==> src/rtl/demux_pkg.sv <==
// Shared types and constants for the 2x4 demux channel scheduler.
package demux_pkg;

  localparam int NUM_CH = 4;
  localparam int SEL_W  = 2;

  typedef enum logic {
    IDLE = 1'b0,
    RUN  = 1'b1
  } state_t;

endpackage

==> src/rtl/rr_next_chan.sv <==
// Circular priority search: first set mask bit after cur, with cur itself last.
module rr_next_chan
  import demux_pkg::*;
(
  input  logic [NUM_CH-1:0] mask,
  input  logic [SEL_W-1:0]  cur,
  output logic [SEL_W-1:0]  next,
  output logic              wrap,
  output logic              none
);

  logic             found;
  logic [SEL_W-1:0] idx;

  always_comb begin
    // NOTE: every output gets a default before the search so no path can infer a latch.
    next  = cur;
    found = 1'b0;
    idx   = cur;
    none  = (mask == '0);
    for (int i = 1; i <= NUM_CH; i++) begin
      idx = cur + SEL_W'(i);
      if (!found && mask[idx]) begin
        found = 1'b1;
        next  = idx;
      end
    end
    wrap = found && (next <= cur);
  end

endmodule

==> src/rtl/demux_channel_scheduler.sv <==
// Round-robin burst scheduler feeding the combinational 2x4 demux with
// registered data/select so the demux never sees select glitches.
module demux_channel_scheduler
  import demux_pkg::*;
#(
  parameter int WIDTH     = 1,
  parameter int BURST_LEN = 4
) (
  input  logic              clk,
  input  logic              rst,
  input  logic              enable,
  input  logic [NUM_CH-1:0] chan_mask,
  input  logic              in_valid,
  input  logic [WIDTH-1:0]  in_data,
  output logic              in_ready,
  output logic [WIDTH-1:0]  dout,
  output logic [SEL_W-1:0]  sel,
  output logic              dout_valid,
  output logic              frame_done,
  output logic              busy
);

  localparam int              CNT_W = (BURST_LEN > 1) ? $clog2(BURST_LEN) : 1;
  localparam logic [CNT_W-1:0] LAST = CNT_W'(BURST_LEN - 1);

  state_t            state;
  logic [SEL_W-1:0]  cur_chan;
  logic [CNT_W-1:0]  burst_cnt;

  logic [SEL_W-1:0]  search_cur;
  logic [SEL_W-1:0]  next_chan;
  logic              wrap;
  logic              none;
  logic              accept;
  logic              go_on;

  // From IDLE, searching after channel 3 yields the lowest set bit.
  assign search_cur = (state == IDLE) ? SEL_W'(NUM_CH - 1) : cur_chan;

  rr_next_chan u_rr (
    .mask (chan_mask),
    .cur  (search_cur),
    .next (next_chan),
    .wrap (wrap),
    .none (none)
  );

  assign in_ready = (state == RUN);
  assign busy     = (state == RUN);
  assign accept   = in_ready & in_valid;
  assign go_on    = enable & ~none;

  // NOTE: all state here is sequential and uses non-blocking assignments only.
  always_ff @(posedge clk or posedge rst) begin
    if (rst) begin
      state      <= IDLE;
      cur_chan   <= '0;
      burst_cnt  <= '0;
      dout       <= '0;
      sel        <= '0;
      dout_valid <= 1'b0;
      frame_done <= 1'b0;
    end else begin
      dout_valid <= accept;
      dout       <= accept ? in_data : '0;
      frame_done <= accept && (burst_cnt == LAST) && wrap;
      if (accept) begin
        sel <= cur_chan;
      end

      case (state)
        IDLE: begin
          if (go_on) begin
            state     <= RUN;
            cur_chan  <= next_chan;
            burst_cnt <= '0;
          end
        end
        RUN: begin
          if (accept) begin
            if (burst_cnt == LAST) begin
              burst_cnt <= '0;
              if (go_on) begin
                cur_chan <= next_chan;
              end else begin
                state <= IDLE;
              end
            end else begin
              burst_cnt <= burst_cnt + CNT_W'(1);
            end
          end else if ((burst_cnt == '0) && !go_on) begin
            // Idle boundary with nothing enabled: release the demux.
            state <= IDLE;
          end
        end
        default: state <= IDLE;
      endcase
    end
  end

endmodule

==> config.mk <==
export PLATFORM = sky130hd
export DESIGN_NAME = demux_channel_scheduler
export DESIGN_NICKNAME = d
export VERILOG_FILES = /design/src/rtl/demux_pkg.sv /design/src/rtl/rr_next_chan.sv /design/src/rtl/demux_channel_scheduler.sv
export SDC_FILE = /design/constraint.sdc
export NUM_CORES = 1
export LEC_CHECK = 0
export ABC_AREA = 1
export CAP_MARGIN = 10
export CORE_MARGIN = 2
export CORE_UTILIZATION = 49
export DETAILED_ROUTE_END_ITERATION = 8
export HOLD_SLACK_MARGIN = 0.12
export PLACE_DENSITY = 0.77
export SLEW_MARGIN = 5
export SYNTH_ARGS = -nofsm -noshare
export SYNTH_HDL_FRONTEND = slang
export SYNTH_SLANG_ARGS = --single-unit
==> constraint.sdc <==
create_clock -name clk -period 2.5 [get_ports clk]
set_input_delay 0.625 -clock clk [delete_from_list [all_inputs] [get_ports clk]]
set_output_delay 0.625 -clock clk [all_outputs]
set_load 0.05 [all_outputs]
== Yosys cells after proc, flatten, opt, wreduce, memory -nomap -nowiden ==
Cells that the tools add are included.

* Bits in registers: 10
* Bits in latches: 0
* Bits in writable memories: 0
* Memory bits (read-only): 0
* Input bits: 9
* Output and inout port bits: 7
* Memories: 0

* Add/subtract/negate cells: 4
* $mul: 0
* Div/mod/pow operators: 0
* Magnitude comparators: 5
* Equality and inequality tests: 4
* Shift operators: 0
* Multiplexer cells: 31
* Bitwise gates (word level): 4
* Reduce and logical (&&, ||, !) cells: 15

{| class="wikitable"
|+ Operators with widths
! cell !! count
|-
| 2-bit 2-to-1 mux || 11
|-
| 1-bit 2-to-1 mux || 13
|-
| 2-bit by 3-bit less-than comparator with 1-bit output, second input constant || 4
|-
| 1-bit binary-select mux with 2-bit select || 4
|-
| 2-bit case mux with 2 select lines || 2
|-
| 1-bit logical AND || 7
|-
| 2-bit by 1-bit adder with 2-bit output, second input constant || 2
|-
| 2-bit adder, second input constant || 2
|-
| 1-bit zero test || 4
|-
| 4-bit zero test || 1
|-
| 2-bit by 1-bit inequality test with 1-bit output, second input constant || 2
|-
| 2-bit AND reduction || 2
|-
| 1-bit bitwise AND || 2
|-
| 2-bit equality test, second input constant || 1
|-
| 2-bit <= comparator || 1
|-
| 2-bit zero test || 1
|-
| 2-bit inequality test, second input constant || 1
|-
| 1-bit NOT || 2
|-
| 1-bit case mux with 2 select lines || 1
|}

== Longest topological paths before layout ==
Gate-level depths: netlist (run 1).

* Depth in word-level cells: 18
* Depth in mapped cells: 16
* Depth with buffers taken out: 16

== Hierarchy ==
From an unflattened synthesis (run 1), not the netlist that was laid out.

* Cells, all modules: 112
* Area, all modules: 795.8 um^2

{| class="wikitable"
|+ By module, submodules not included
! module !! instances !! cells an instance !! area each (um^2) !! sequential area each (um^2)
|-
| demux_channel_scheduler || 1 || 58 || 494.2 || 250.2
|-
| rr_next_chan || 1 || 54 || 301.5 || 0.0
|}

== Worst setup path after synthesis (run 1) ==
Ideal clock, no wire load.

* Path type: reg2reg
* Start point: reg state, in the netlist busy
* End point: reg frame_done
* Arrival: 2044 ps
* Data required time: 2429 ps
* Path slack: 384 ps
* Stages on the path, launching flop included: 13
* Buffers on the path: 0
* Clock period less this slack: 2116 ps
* Cells stage by stage: dfrtp_1 nand2_2 nand2_1 nand2_2 nand2_2 nand3_2 nand3_1 nand2_1 a31oi_1 ha_1 a21oi_1 a21oi_1 nor2_1

* Longest elaborated chain between the ends: 17

{| class="wikitable"
|+ RTL lines
! item !! RTL line !! source
|-
| from (decl) || demux_channel_scheduler.sv:26 || <nowiki>state_t state;</nowiki>
|-
| from (signal assigned) || demux_channel_scheduler.sv:56 || <nowiki>state <= IDLE;</nowiki>
|-
| from (signal assigned) || demux_channel_scheduler.sv:74 || <nowiki>state <= RUN;</nowiki>
|-
| from (signal assigned) || demux_channel_scheduler.sv:86 || <nowiki>state <= IDLE;</nowiki>
|-
| 2-bit 2-to-1 mux (*) || demux_channel_scheduler.sv:38 || <nowiki>assign search_cur = (state == IDLE) ? SEL_W'(NUM_CH - 1) : cur_chan;</nowiki>
|-
| 2-bit by 1-bit adder with 2-bit output || rr_next_chan.sv:22 || <nowiki>idx = cur + SEL_W'(i);</nowiki>
|-
| 1-bit binary-select mux with 2-bit select || rr_next_chan.sv:23 || <nowiki>if (!found && mask[idx]) begin</nowiki>
|-
| 1-bit 2-to-1 mux (not written as such) || rr_next_chan.sv:23 ||
|-
| 1-bit 2-to-1 mux || rr_next_chan.sv:23 ||
|-
| 1-bit zero test || rr_next_chan.sv:23 ||
|-
| 1-bit logical AND || rr_next_chan.sv:23 ||
|-
| 1-bit 2-to-1 mux || rr_next_chan.sv:23 ||
|-
| (+2 left out) || - ||
|-
| 1-bit 2-to-1 mux || rr_next_chan.sv:23 ||
|-
| 1-bit zero test || rr_next_chan.sv:23 ||
|-
| 1-bit logical AND || rr_next_chan.sv:23 ||
|-
| 2-bit 2-to-1 mux (*) || rr_next_chan.sv:23 ||
|-
| net next_chan[1] || demux_channel_scheduler.sv:31 || <nowiki>logic [SEL_W-1:0] next_chan;</nowiki>
|-
| 2-bit <= comparator (*) || rr_next_chan.sv:28 || <nowiki>wrap = found && (next <= cur);</nowiki>
|-
| 1-bit logical AND (*) || rr_next_chan.sv:28 ||
|-
| 1-bit logical AND (*) || demux_channel_scheduler.sv:66 || <nowiki>frame_done <= accept && (burst_cnt == LAST) && wrap;</nowiki>
|-
| to (signal assigned) || demux_channel_scheduler.sv:66 ||
|-
| to (decl) || demux_channel_scheduler.sv:19 || <nowiki>output logic frame_done,</nowiki>
|}

The timed path passes the listed nets; every way through them passes the cells marked *. The select of a mux whose other input is x is not followed.
A chain may end at the register's enable or synchronous reset.

== Final worst setup path (run 1) ==
* Start point: reg state, in the netlist busy
* End point: out in_ready

{| class="wikitable"
|+ RTL lines
! item !! RTL line !! source
|-
| to (decl) || demux_channel_scheduler.sv:15 || <nowiki>output logic in_ready,</nowiki>
|}

No word-level cell between the ends.

==> flow_metrics.py, run 1 <==
metrics = {
    "timing": {
        "worst_pin_slew_ns": 0.507,
        "fin_setup_tns_ns": 0,
        "clock_skew_ns": 0.00159,
        "holdWs_ns": 0.490,
        "final-setup-viol-count": 0,
        "hold_viol": 0,
        "slew_headroom_pct": 66.1,
        "fin_ws_ns": 0.135,
        "rsz0062_at_grt": "false",
        "drv_slew": 0,
        "fin_crit_ns": 2.36,
        "clock.fmax_mhz": 423,
        "timing.final.crit_share_pct": 94.6,
    },
    "die": {
        "initial_core_util_pct": 51.9,
        "row_count": 14,
        "core_area_um2": 1510,
        "chipHeight_um": 44.0,
        "die_width_um": 44.0,
        "fp.dieArea_um2": 1930,
        "ios": 16,
    },
    "worst_hold_path": {
        "holdCritStartpoint": "sel[0]",
        "holdPathEnd": "sel[0]",
        "hp-class": "reg -> reg",
        "whs_path_depth": 2,
    },
    "global_routing": {
        "grt-ovfl-total": 0,
        "grt_start_max_net_pins": 14,
        "grt_first_pass_wirelength_um": 2820,
        "grt_use_total_pct": 20.0,
        "grt_antenna_before_repair": 0,
        "grt_pass1_vias": 706,
    },
    "critical_path": {
        "critPathTopFamily": "buffers and inverters",
        "path_buf_inv": 1,
        "arrival_ns": 1.74,
        "r2r_end": "frame_done",
        "timing.rr.start": "busy",
        "cp-start-kind": "flop",
        "slowest_delay_ns": 0.89,
        "cp_max_fo": 13,
        "path_cells": "clkdlybuf4s50_1",
        "r2r_cells": 12,
        "critical_path_class": "reg -> out",
        "r2r_setup_slack_ns": 0.34,
        "worst_setup_path_end_kind": "primary output",
        "slowest_stage": "clkdlybuf4s50_1",
        "cp.required_ns": 1.88,
    },
    "cells_and_area": {
        "drive_gt1_share_pct": 16.7,
        "diodes": 0,
        "finalCoreUtilization_pct": 63.2,
        "stdcell_count": 142,
        "fin_nets": 141,
        "syn2layout_area_growth_pct": 21.8,
    },
    "route": {
        "detail_route.first_pass.iterations": 4,
        "drcViolationCount": 0,
        "totalWireLength_um": 1590,
        "initialDrtViolationCount": 15,
        "viasPerCell": 5.13,
        "wl_per_cell_um": 11.2,
        "antenna_left": 0,
        "route.vias.total": 728,
    },
    "power": {
        "ir_drop_mv": 0.595,
        "swShare_pct": 54.1,
        "clkPwrFrac_pct": 7.7,
        "p_switching_mw": 0.713,
        "seq_power_share_pct": 20.8,
        "p_leak_nw": 0.522,
        "p_comb_share_pct": 71.5,
        "p_int_mw": 0.604,
        "powerDensity_nw_per_um2": 1380,
    },
    "clock_network": {
        "cts_buffer_depth": 2,
        "numCtsBuffers": 3,
        "clk_pin_slew_ns": 0.06,
        "clk_root_buffer_cell": "clkbuf_4",
        "post-cts-setup-buffers": 0,
        "cts.sinks": 10,
        "cts-htree-levels": 1,
        "clk_latency_ns": 0.25,
        "hold_buffers": 0,
        "post_cts_resized": 0,
        "cts_tree": "built",
    },
    "logic_synthesis": {
        "synth-seq-area-share_pct": 32.0,
        "yosys_warnings": 0,
        "synth_area_leaders": "dfrtp_1 32%, nand2_1 15%, inv_1 8.2%, nand3_1 7.7%, ha_1 6.4%",
        "yosysUniqueCellTypes": 17,
        "async_flop_share_pct": 100,
        "synth_flop_cell": "dfrtp_1",
        "netlist_area_um2": 782,
        "synth_most_common_cell": "nand2_1",
        "synth_cells": 110,
        "synth_edf_count": 0,
        "syn_avg_cell_area_um2": 7.11,
        "yosys.area.top_type_share_pct": 32.0,
        "synth_top_cell_by_area": "dfrtp_1",
        "ys_ff_latch": 10,
        "synth.top_cells.by_count": "31 x nand2_1, 17 x inv_1, 12 x nand3_1",
        "synth_fp_nets": 123,
    },
    "place": {
        "dp_slack_ns": 0.00322,
        "port_buffers": 15,
        "dp_hpwl_um": 1280,
        "placed_cells": 139,
        "place_congestion": 0.861,
    },
    "outcome": {
        "status": "finished clean",
    },
    "job": {
        "maxCapViolations": 0,
    },
}
## through the flow
step                      power, mW  cell area [um2]
after floorplan                1.03              782
after global placement         1.20              930
after detailed placement       1.22              930
after CTS                      1.33              952
after global routing           1.46              952
final                          1.32              952
## worst max-delay path by stage
stage | startpoint | slack [ns] | end | cells past startpoint
finish | busy | 0.14 | in_ready | 1
global route | busy | 0.07 | in_ready | 1
CTS | busy | 0.12 | in_ready | 1
detailed placement | chan_mask[3] | 0.003 | frame_done | 14
global placement | chan_mask[3] | 0.03 | frame_done | 14
floorplan | busy | 0.38 | frame_done | 12
## logic make-up (layout without fill, tap and decap cells)
family                   count (synthesis)  count (layout)  share of synthesized area (%)
buffers and inverters                   22              38                           13.0
flip-flops                              10              10                           32.0
AND/OR/NAND/NOR                         64              64                           42.1
AO/OA/AOI/OAI                           10              10                           6.56
adder cells (fa/ha/maj)                  4               4                           6.40
## layout by cell type (no fill, tap or decap)
master	instances
clkbuf_4	3
o21ai_0	6
nand2_4	2
nand3_2	5
nor2_1	3
nand4_1	3
nand2_1	31
nand3_1	12
inv_1	17
a31oi_1	1
buf_4	1
inv_2	2
a21oi_1	2
ha_1	4
o21ai_1	1
nand2_2	8
clkdlybuf4s50_1	15
dfrtp_1	10
## flip-flops by register name (all words and copies together), names as in the netlist
register	cells
cur_chan	2
frame_done	1
sel	2
dout	1
dout_valid	1
burst_cnt	2
busy	1
## cell type report
type / count / area, um2
Clock buffer: 3 / 22.5
Fill cell: 148 / 554
Inverter: 19 / 71.3
Multi-Input combinational cell: 78 / 430
Sequential cell: 10 / 250
Tap cell: 16 / 20.0
Timing Repair Buffer: 16 / 158
## power groups by stage
stage,registers [mW],clock network (mW),logic [mW]
final,0.274,0.102,0.942
after global routing,0.281,0.118,1.06
after CTS,0.274,0.108,0.951
after detailed placement,0.277,0,0.948
after global placement,0.274,0,0.923
after floorplan,0.370,0,0.664
## routing by layer
metal / global-route usage [%] / up-vias / share of wire [%]
met5: 0 / - / 0
met4: 12.1 / 0 / 2.8
met3: 3.33 / 6 / 4.1
met2: 33.8 / 16 / 49
met1: 23.3 / 325 / 44
li1: - / 381 / -
Power figures use the tool's default switching activity.
==> run 2, diff against run 1 <==
Settings changed: SLEW_MARGIN 5 to 20, SYNTH_HIERARCHICAL from default to 1.
==> run 2 against run 1 <==
Compared with the run above:
- via count rose by 4.7%
- largest cell class unchanged
- critical path type is now in -> reg
- die area increased by 1.6%
- global-route usage up 0.26 points
- sequential share of layout area shrank 1.8 points
==> flow_metrics.py, run 2 <==
metrics = {
    "clock_network": {
        "cts.sinks": 10,
        "numCtsBuffers": 3,
        "clk_pin_slew_ns": 0.06,
        "cts_buffer_depth": 2,
        "clk_root_buffer_cell": "clkbuf_4",
        "cts_tree": "built",
        "clk_latency_ns": 0.26,
        "cts-htree-levels": 1,
        "hold_buffers": 0,
    },
    "logic_synthesis": {
        "synth_most_common_cell": "nand2_1",
        "synth_flop_cell": "dfrtp_1",
        "async_flop_share_pct": 100,
        "synth_cells": 112,
        "netlist_area_um2": 796,
        "synth_area_leaders": "dfrtp_1 31%, nand2_1 16%, ha_1 7.9%, inv_1 7.1%, nand3_1 6.9%",
        "synth_fp_nets": 126,
        "ys_ff_latch": 10,
        "yosysUniqueCellTypes": 21,
        "synth.top_cells.by_count": "34 x nand2_1, 15 x inv_1, 11 x nand3_1",
        "syn_avg_cell_area_um2": 7.11,
        "synth_top_cell_by_area": "dfrtp_1",
        "yosys_warnings": 6,
        "yosys.area.top_type_share_pct": 31.4,
        "synth_edf_count": 0,
        "synth-seq-area-share_pct": 31.4,
    },
    "critical_path": {
        "cp.required_ns": 2.65,
        "r2r_setup_slack_ns": 0.25,
        "critical_path_class": "in -> reg",
        "cp-start-kind": "input port",
        "r2r_end": "frame_done",
        "arrival_ns": 2.49,
        "r2r_cells": 19,
        "timing.rr.start": "cur_chan[0]",
        "cp_max_fo": 4,
        "worst_setup_path_end_kind": "flop",
    },
    "global_routing": {
        "grt_antenna_before_repair": 0,
        "grt-ovfl-total": 0,
        "grt_pass1_vias": 716,
        "grt_first_pass_wirelength_um": 2850,
        "grt_use_total_pct": 20.2,
        "grt_start_max_net_pins": 12,
    },
    "timing": {
        "slew_headroom_pct": 66.9,
        "worst_pin_slew_ns": 0.494,
        "rsz0062_at_grt": "false",
        "final-setup-viol-count": 0,
        "hold_viol": 0,
        "clock_skew_ns": 0.00202,
        "fin_crit_ns": 2.34,
        "clock.fmax_mhz": 427,
        "holdWs_ns": 0.490,
        "fin_ws_ns": 0.155,
        "fin_setup_tns_ns": 0,
        "drv_slew": 0,
        "timing.final.crit_share_pct": 93.8,
    },
    "route": {
        "antenna_left": 0,
        "wl_per_cell_um": 11.3,
        "route.vias.total": 762,
        "totalWireLength_um": 1690,
        "drcViolationCount": 0,
        "viasPerCell": 5.08,
        "initialDrtViolationCount": 21,
        "detail_route.first_pass.iterations": 4,
    },
    "die": {
        "core_area_um2": 1510,
        "chipHeight_um": 44.3,
        "fp.dieArea_um2": 1960,
        "die_width_um": 44.3,
        "ios": 16,
        "row_count": 14,
        "initial_core_util_pct": 52.8,
    },
    "cells_and_area": {
        "top_regs": "burst_cnt (2), cur_chan (2), sel (2)",
        "drive_gt1_share_pct": 20.9,
        "final_cell_mix": "33 x nand2_1, 15 x inv_1, 14 x clkdlybuf4s50_1",
        "final_common_cell": "nand2_1",
        "diodes": 0,
        "fin_nets": 149,
        "syn2layout_area_growth_pct": 28.5,
    },
    "worst_hold_path": {
        "holdCritStartpoint": "sel[1]",
        "whs_path_depth": 2,
        "hp-class": "reg -> reg",
        "holdPathEnd": "sel[1]",
    },
    "power": {
        "p_int_mw": 0.810,
        "clkPwrFrac_pct": 8.7,
        "p_switching_mw": 0.853,
        "seq_power_share_pct": 15.8,
        "p_leak_nw": 0.562,
        "swShare_pct": 51.3,
        "p_comb_share_pct": 75.5,
        "power_mw": 1.66,
        "ir_drop_mv": 0.724,
        "powerDensity_nw_per_um2": 1630,
    },
    "job": {
        "maxCapViolations": 0,
    },
    "outcome": {
        "status": "finished clean",
    },
    "place": {
        "dp_hpwl_um": 1320,
        "dp_slack_ns": -0.166,
        "place_congestion": 0.892,
        "port_buffers": 15,
    },
}
-- run 2: cell count changes after synthesis, moves of 2 or more --
cell,before,now
o21ai_1,1,4
nand3_2,5,0
nand4_1,3,1
inv_1,17,15
a21oi_1,2,4
o21ai_0,6,2
nand2_1,31,34
inv_2,2,4
-- run 2: worst max-delay path, cell delays in order --
cell             delay [ns]
clkdlybuf4s50_1        0.51
nand2_2                0.08
nand2_4                0.11
nand2_4                0.06
nand2_4                0.08
inv_2                  0.04
nand3_1                0.10
nand3_1                0.08
nand2_1                0.06
inv_1                  0.05
ha_1                   0.28
inv_1                  0.04
nor2_1                 0.08
o21ai_1                0.06
nand2b_1               0.07
inv_1                  0.03
nor3b_2                0.14
-- run 2: stage by stage --
stage	utilization, %	cell area (um2)	cells
after floorplan	-	796	112
after global placement	65.1	981	146
after detailed placement	65.1	981	146
after CTS	67.5	1020	150
after global routing	67.9	1020	150
final	67.9	1020	150
-- run 2: logic make-up (layout without fill, tap and decap cells) --
group                    after synthesis  in the layout  synth area share [%]
AO/OA/AOI/OAI                         11             11                  7.39
XOR/XNOR                               1              1                  1.10
adder cells (fa/ha/maj)                5              5                  7.86
buffers and inverters                 23             45                  14.1
flip-flops                            10             10                  31.4
AND/OR/NAND/NOR                       62             62                  38.1
-- run 2: what timing repair did --
| action | 4_1_cts | 5_1_grt |
|---|---|---|
| gates resized for setup | 0 | 3 |
| buffers inserted | 0 | 0 |
| setup endpoints to repair | 0 | 1 |
-- run 2: power groups by stage --
| stage | clock network [mW] | registers [mW] | logic [mW] |
|---|---|---|---|
| floorplan | 0 | 0.376 | 0.776 |
| global placement | 0 | 0.262 | 1.19 |
| detailed placement | 0 | 0.265 | 1.23 |
| CTS | 0.149 | 0.262 | 1.24 |
| global route | 0.158 | 0.271 | 1.39 |
| finish | 0.144 | 0.263 | 1.26 |
-- run 2: layout make-up --
cell class	instances	area, um2
inverters	20	82.6
clock buffers	4	36.3
multi-input cells	79	435
fillers	137	484
repair buffers	21	198
well taps	16	20.0
flip-flops and latches	10	250
-- run 2: layer usage --
metal / up-vias / share of wire [%] / track usage [%]
li1: 391 / - / -
met1: 345 / 45 / 24.0
met2: 26 / 48 / 34.1
met3: 0 / 7.1 / 7.76
met4: 0 / 0 / 5.45
met5: - / 0 / 0
-- run 2: worst max-delay path by stage --
stage	startpoint	slack [ns]	endpoint	cells past startpoint
2_1_floorplan	busy	0.06	frame_done	19
3_3_place_gp	chan_mask[2]	-0.11	frame_done	17
3_5_place_dp	chan_mask[2]	-0.17	frame_done	17
4_1_cts	cur_chan[0]	0.09	frame_done	19
5_1_grt	chan_mask[3]	0.001	frame_done	17
6_report	chan_mask[0]	0.16	frame_done	17
